$ cat config.mk
export PLATFORM = sky130hd
export DESIGN_NAME = mem_port_arbiter
export DESIGN_NICKNAME = d
export VERILOG_FILES = /design/src/rtl/mem_port_arbiter.sv
export SDC_FILE = /design/constraint.sdc
export NUM_CORES = 1
export LEC_CHECK = 0
export ABC_AREA = 0
export CAP_MARGIN = 20
export CELL_PAD_IN_SITES_DETAIL_PLACEMENT = 0
export CELL_PAD_IN_SITES_GLOBAL_PLACEMENT = 1
export CORE_MARGIN = 2
export CORE_UTILIZATION = 29
export DETAILED_ROUTE_END_ITERATION = 7
export PLACE_DENSITY = 0.86
export RECOVER_POWER = 25
export SLEW_MARGIN = 10
export SYNTH_ARGS = -nofsm -noshare
export SYNTH_HDL_FRONTEND = slang
export SYNTH_SLANG_ARGS = --single-unit
$ cat constraint.sdc
create_clock -name clk -period 4.18 [get_ports clk]
set_clock_uncertainty 0.15 [all_clocks]
set_input_delay 0.418 -clock clk [delete_from_list [all_inputs] [get_ports clk]]
set_output_delay 0.418 -clock clk [all_outputs]
set_load 0.005 [all_outputs]
$ cat src/rtl/mem_port_arbiter.sv
// mem_port_arbiter: shares one single-ported unified memory between the
// fetch stage (IF) and the load/store stage (DM). Each grant owns the memory
// for MEM_LAT cycles and completes with a one-cycle ack to its owner.
// DM is preferred because it belongs to the older instruction. A starvation
// counter hands the port to IF after STARVE_MAX consecutive lost arbitrations.
//
// Ports:
//   clk, rst              rising-edge clock, asynchronous active-high reset
//   if_req/if_addr        fetch request (held until if_ack) and its address
//   if_rdata/if_ack       registered fetch data, one-cycle completion pulse
//   dm_req/dm_wen         data request (held until dm_ack), 1 = store
//   dm_addr/dm_wdata      data address and store data
//   dm_rdata/dm_ack       registered load data, one-cycle completion pulse
//   mem_en/mem_wen        memory access active / write enable
//   mem_addr/mem_wdata    latched address and write data during an access
//   mem_rdata             memory read data, valid in the final access cycle
//   busy                  high while an access is in progress
module mem_port_arbiter #(
  parameter int unsigned ADDR_W     = 32,
  parameter int unsigned DATA_W     = 32,
  parameter int unsigned MEM_LAT    = 2,
  parameter int unsigned STARVE_MAX = 4
) (
  input  logic              clk,
  input  logic              rst,
  input  logic              if_req,
  input  logic [ADDR_W-1:0] if_addr,
  output logic [DATA_W-1:0] if_rdata,
  output logic              if_ack,
  input  logic              dm_req,
  input  logic              dm_wen,
  input  logic [ADDR_W-1:0] dm_addr,
  input  logic [DATA_W-1:0] dm_wdata,
  output logic [DATA_W-1:0] dm_rdata,
  output logic              dm_ack,
  output logic              mem_en,
  output logic              mem_wen,
  output logic [ADDR_W-1:0] mem_addr,
  output logic [DATA_W-1:0] mem_wdata,
  input  logic [DATA_W-1:0] mem_rdata,
  output logic              busy
);

  localparam int unsigned CNT_W = $clog2(MEM_LAT + 1);
  localparam int unsigned ST_W  = $clog2(STARVE_MAX + 1);

  typedef enum logic {
    IDLE   = 1'b0,
    ACCESS = 1'b1
  } state_t;

  state_t           state;
  logic [CNT_W-1:0] cnt;
  logic [ST_W-1:0]  starve_cnt;
  logic             owner_dm;

  // DM wins unless IF is waiting and has already lost STARVE_MAX times in a row.
  logic dm_win_c;
  assign dm_win_c = dm_req && !(if_req && (starve_cnt == ST_W'(STARVE_MAX)));

  // Arbitration, access sequencing and completion; mem_addr/mem_wdata/mem_wen
  // double as the latched request registers so requester inputs are ignored
  // once the access has started.
  always_ff @(posedge clk or posedge rst) begin
    if (rst) begin
      state      <= IDLE;
      cnt        <= '0;
      starve_cnt <= '0;
      owner_dm   <= 1'b0;
      if_rdata   <= '0;
      dm_rdata   <= '0;
      if_ack     <= 1'b0;
      dm_ack     <= 1'b0;
      mem_en     <= 1'b0;
      mem_wen    <= 1'b0;
      mem_addr   <= '0;
      mem_wdata  <= '0;
      busy       <= 1'b0;
    end else begin
      if_ack <= 1'b0;
      dm_ack <= 1'b0;
      case (state)
        IDLE: begin
          if (if_req || dm_req) begin
            state  <= ACCESS;
            cnt    <= CNT_W'(MEM_LAT - 1);
            mem_en <= 1'b1;
            busy   <= 1'b1;
            if (dm_win_c) begin
              owner_dm  <= 1'b1;
              mem_addr  <= dm_addr;
              mem_wen   <= dm_wen;
              mem_wdata <= dm_wdata;
              // Only a grant that actually overtakes a waiting fetch counts.
              if (!if_req) begin
                starve_cnt <= '0;
              end else if (starve_cnt != ST_W'(STARVE_MAX)) begin
                starve_cnt <= starve_cnt + ST_W'(1);
              end
            end else begin
              owner_dm   <= 1'b0;
              mem_addr   <= if_addr;
              mem_wen    <= 1'b0;
              starve_cnt <= '0;
            end
          end
        end
        ACCESS: begin
          if (cnt != '0) begin
            cnt <= cnt - CNT_W'(1);
          end else begin
            // Final access cycle: read data is valid now.
            if (!mem_wen) begin
              if (owner_dm) begin
                dm_rdata <= mem_rdata;
              end else begin
                if_rdata <= mem_rdata;
              end
            end
            if (owner_dm) begin
              dm_ack <= 1'b1;
            end else begin
              if_ack <= 1'b1;
            end
            state   <= IDLE;
            mem_en  <= 1'b0;
            mem_wen <= 1'b0;
            busy    <= 1'b0;
          end
        end
        default: begin
          state <= IDLE;
        end
      endcase
    end
  end

endmodule
==> results.json <==
{
  "cts_buffer_depth": 2,
  "combPwrFrac_pct": 42.5,
  "worst_hold_path_type": "reg -> reg",
  "gr-total-overflow": 0,
  "relSlewSlack_pct": -18.7,
  "critPathRequiredTime_ns": 4.33,
  "antenna_found_initial": 0,
  "status": "finished with violations",
  "grt_max_degree": 74,
  "antenna_left": 0,
  "synth_nets": 572,
  "crit_type": "reg -> reg",
  "final_common_cell": "clkdlybuf4s50_1",
  "grt_first_pass_wirelength_mm": 25.4,
  "yosysSeqAreaShare_pct": 59.3,
  "tightest_slew_ns": 1.77,
  "multi_input_area_um2": 2110,
  "r2r-start": "cnt[0]$_DFFE_PP0P_",
  "netlist_area_um2": 5860,
  "hpwl_mm": 11.2,
  "grt_pass1_vias": 4530,
  "rsz0062_at_grt": "no",
  "fill_cells": 1861,
  "path_max_fanout": 18,
  "wl_met3_mm": 1.42,
  "core_um2": 20000,
  "root_buffer": "clkbuf_16",
  "post_cts_buffers": 0,
  "rrSetupSlack_ns": 1.88,
  "min_to": "if_rdata[29]$_DFFE_PP0P_",
  "finalHoldWorstSlack_ns": 0.337,
  "violations": "capacitance limit, slew limit",
  "clkPwrFrac_pct": 22.4,
  "syn_avg_cell_area_um2": 13.4,
  "synthCells": 436,
  "nets": 831,
  "max_freq_mhz": 434,
  "seqCellArea_um2": 3480,
  "portBuffers": 265,
  "wire_per_inst_um": 16.2,
  "syn_to_final_growth_pct": 58.3,
  "drtIter0Drc": 158,
  "swShare_pct": 29.4,
  "cellPowerDensity_nw_per_um2": 731,
  "die_y_um": 146,
  "yosys_warnings": 0,
  "worstSetupEndpointType": "register",
  "avgViaCountPerCell": 4.58,
  "vias": 4479,
  "dieArea_um2": 21400,
  "synth-seq-cells": 139,
  "place_ws_ns": 1.44,
  "drv_cap": 1,
  "start_util_pct": 29.3,
  "gp_congestion": 0.749,
  "clock_latency_ns": 0.42,
  "timing.final.crit_share_pct": 55.1,
  "drc": 0,
  "io_pins": 266,
  "cts_buffers": 17,
  "clkTransAtPathRegs_ns": 0.06,
  "cts_resized": 0,
  "drt-met1-wl_mm": 6.72,
  "first_pass_iters": 5,
  "cts_sinks": 139,
  "intPower_mw": 4.79,
  "cts_tree": "built",
  "slew_viol_final": 37,
  "mostFrequentLayoutCells": "264 x clkdlybuf4s50_1, 139 x dfrtp_1, 76 x nand2_1",
  "antenna_cells": 0,
  "cts-hold-fix-buffers": 0,
  "hold_violations": 0,
  "min_period_ns": 2.30,
  "r2r-end": "dm_rdata[19]$_DFFE_PP0P_",
  "wl_met2_mm": 7.58,
  "irDropWorstVdd_mv": 0.221,
  "fin_total_pwr_mw": 6.78,
  "wirelength_mm": 15.9,
  "hold_start": "if_rdata[29]$_DFFE_PP0P_",
  "ys_types": 31,
  "htree_levels": 4,
  "p_leak_nw": 3.88,
  "p_seq_share_pct": 35.1,
  "worst_slack_ns": 1.88,
  "arrival_ns": 2.45,
  "grt_usage_pct": 15.1,
  "setup_violations": 0,
  "tns_ns": 0,
  "final_layout_size_suffix_gt1_share_pct": 19.9,
  "die_x_um": 146,
  "top_layer_used": "met4",
  "reg2reg_depth": 6,
  "whs_path_depth": 1,
  "crit_path_start_kind": "register",
  "num_rows": 52,
  "switchingPower_mw": 1.99
}
==> sequential cells by signal, indices dropped and copies added (netlist names) <==
register	flops
dm_rdata	32
if_rdata	32
mem_addr	32
mem_wdata	32
starve_cnt	3
cnt	2
busy	1
dm_ack	1
if_ack	1
mem_wen	1
owner_dm	1
state	1
==> cells in the mapped netlist <==
cell / count / area share [%]
buf_4: 4 / 0.51
and2_1: 1 / 0.11
clkbuf_1: 9 / 0.58
dfrtp_1: 139 / 59
o21ai_0: 2 / 0.17
buf_12: 3 / 1.0
nand4_1: 33 / 3.5
nand3b_1: 1 / 0.13
xor2_1: 1 / 0.15
mux2_1: 2 / 0.38
nor2_1: 1 / 0.064
nand2b_1: 1 / 0.11
buf_2: 8 / 0.68
o211ai_1: 32 / 4.1
nand3_1: 1 / 0.085
mux2_2: 64 / 12
buf_1: 2 / 0.13
ha_1: 3 / 0.64
nand3_2: 1 / 0.17
a21boi_0: 1 / 0.13
o22ai_1: 2 / 0.21
nor3_4: 1 / 0.28
o21bai_1: 1 / 0.13
mux2_4: 30 / 7.7
o21ba_2: 1 / 0.17
and3_4: 1 / 0.19
nand2_1: 76 / 4.9
buf_6: 8 / 1.5
nand2b_2: 1 / 0.15
inv_1: 5 / 0.32
xnor2_1: 1 / 0.15
==> logic make-up after synthesis <==
| logic type | count (synthesis) | share of synthesized area, % |
|---|---|---|
| AO/OA/AOI/OAI | 39 | 4.91 |
| XOR/XNOR | 2 | 0.299 |
| adder cells (fa/ha/maj) | 3 | 0.640 |
| buffers and inverters | 39 | 4.78 |
| flip-flops | 139 | 59.3 |
| multiplexers | 96 | 20.4 |
| AND/OR/NAND/NOR | 118 | 9.67 |
==> worst max path at each step <==
stage                                to  slack, ns  cells after the start                from
5_1_grt        mem_addr[26]$_DFFE_PP0P_       1.64                      3                 rst
2_1_floorplan          busy$_DFFE_PP0P_       1.88                      1                 rst
4_1_cts        dm_rdata[28]$_DFFE_PP0P_       1.88                      6  cnt[0]$_DFFE_PP0P_
6_report       dm_rdata[19]$_DFFE_PP0P_       1.88                      6  cnt[0]$_DFFE_PP0P_
3_3_place_gp   mem_addr[14]$_DFFE_PP0P_       1.52                      5              if_req
3_5_place_dp   mem_addr[11]$_DFFE_PP0P_       1.44                      5              if_req
==> power groups by stage <==
stage	Clock (mW)	Sequential (mW)	Combinational (mW)
6_report	1.52	2.38	2.88
3_5_place_dp	0	2.41	2.92
5_1_grt	1.64	2.47	3.11
3_3_place_gp	0	2.39	2.88
4_1_cts	1.57	2.39	2.93
2_1_floorplan	0	2.43	1.25
==> layer usage <==
metal | GRT usage (%) | vias up
li1 | - | 2067
met2 | 24.8 | 199
met1 | 18.8 | 2197
met5 | 0 | -
met3 | 5.94 | 16
met4 | 3.83 | 0
==> per-stage QoR <==
stage | instances | cell area [um2] | util [%]
6_report | 978 | 9280 | 46.3
5_1_grt | 978 | 9280 | 46.3
4_1_cts | 978 | 9290 | 46.3
3_5_place_dp | 946 | 8690 | 43.3
3_3_place_gp | 946 | 8690 | 43.3
2_1_floorplan | 436 | 5870 | -
==> layout make-up <==
| class | instances | share of cell area (%) |
|---|---|---|
| flip-flops and latches | 139 | 37.5 |
| repair buffers | 274 | 29.5 |
| multi-input cells | 258 | 22.7 |
| clock buffers | 17 | 4.59 |
| well taps | 270 | 3.64 |
| clock inverters | 15 | 1.87 |
| inverters | 5 | 0.216 |
==> critical path, cell delays in order, from the launching register on <==
cell and delay, ns:
dfrtp_1 0.33, inv_1 0.06, ha_1 0.21, and3_1 0.20, nand2b_2 0.42, buf_4 0.46
mux2_4 0.34
Power figures use the tool's default switching activity.
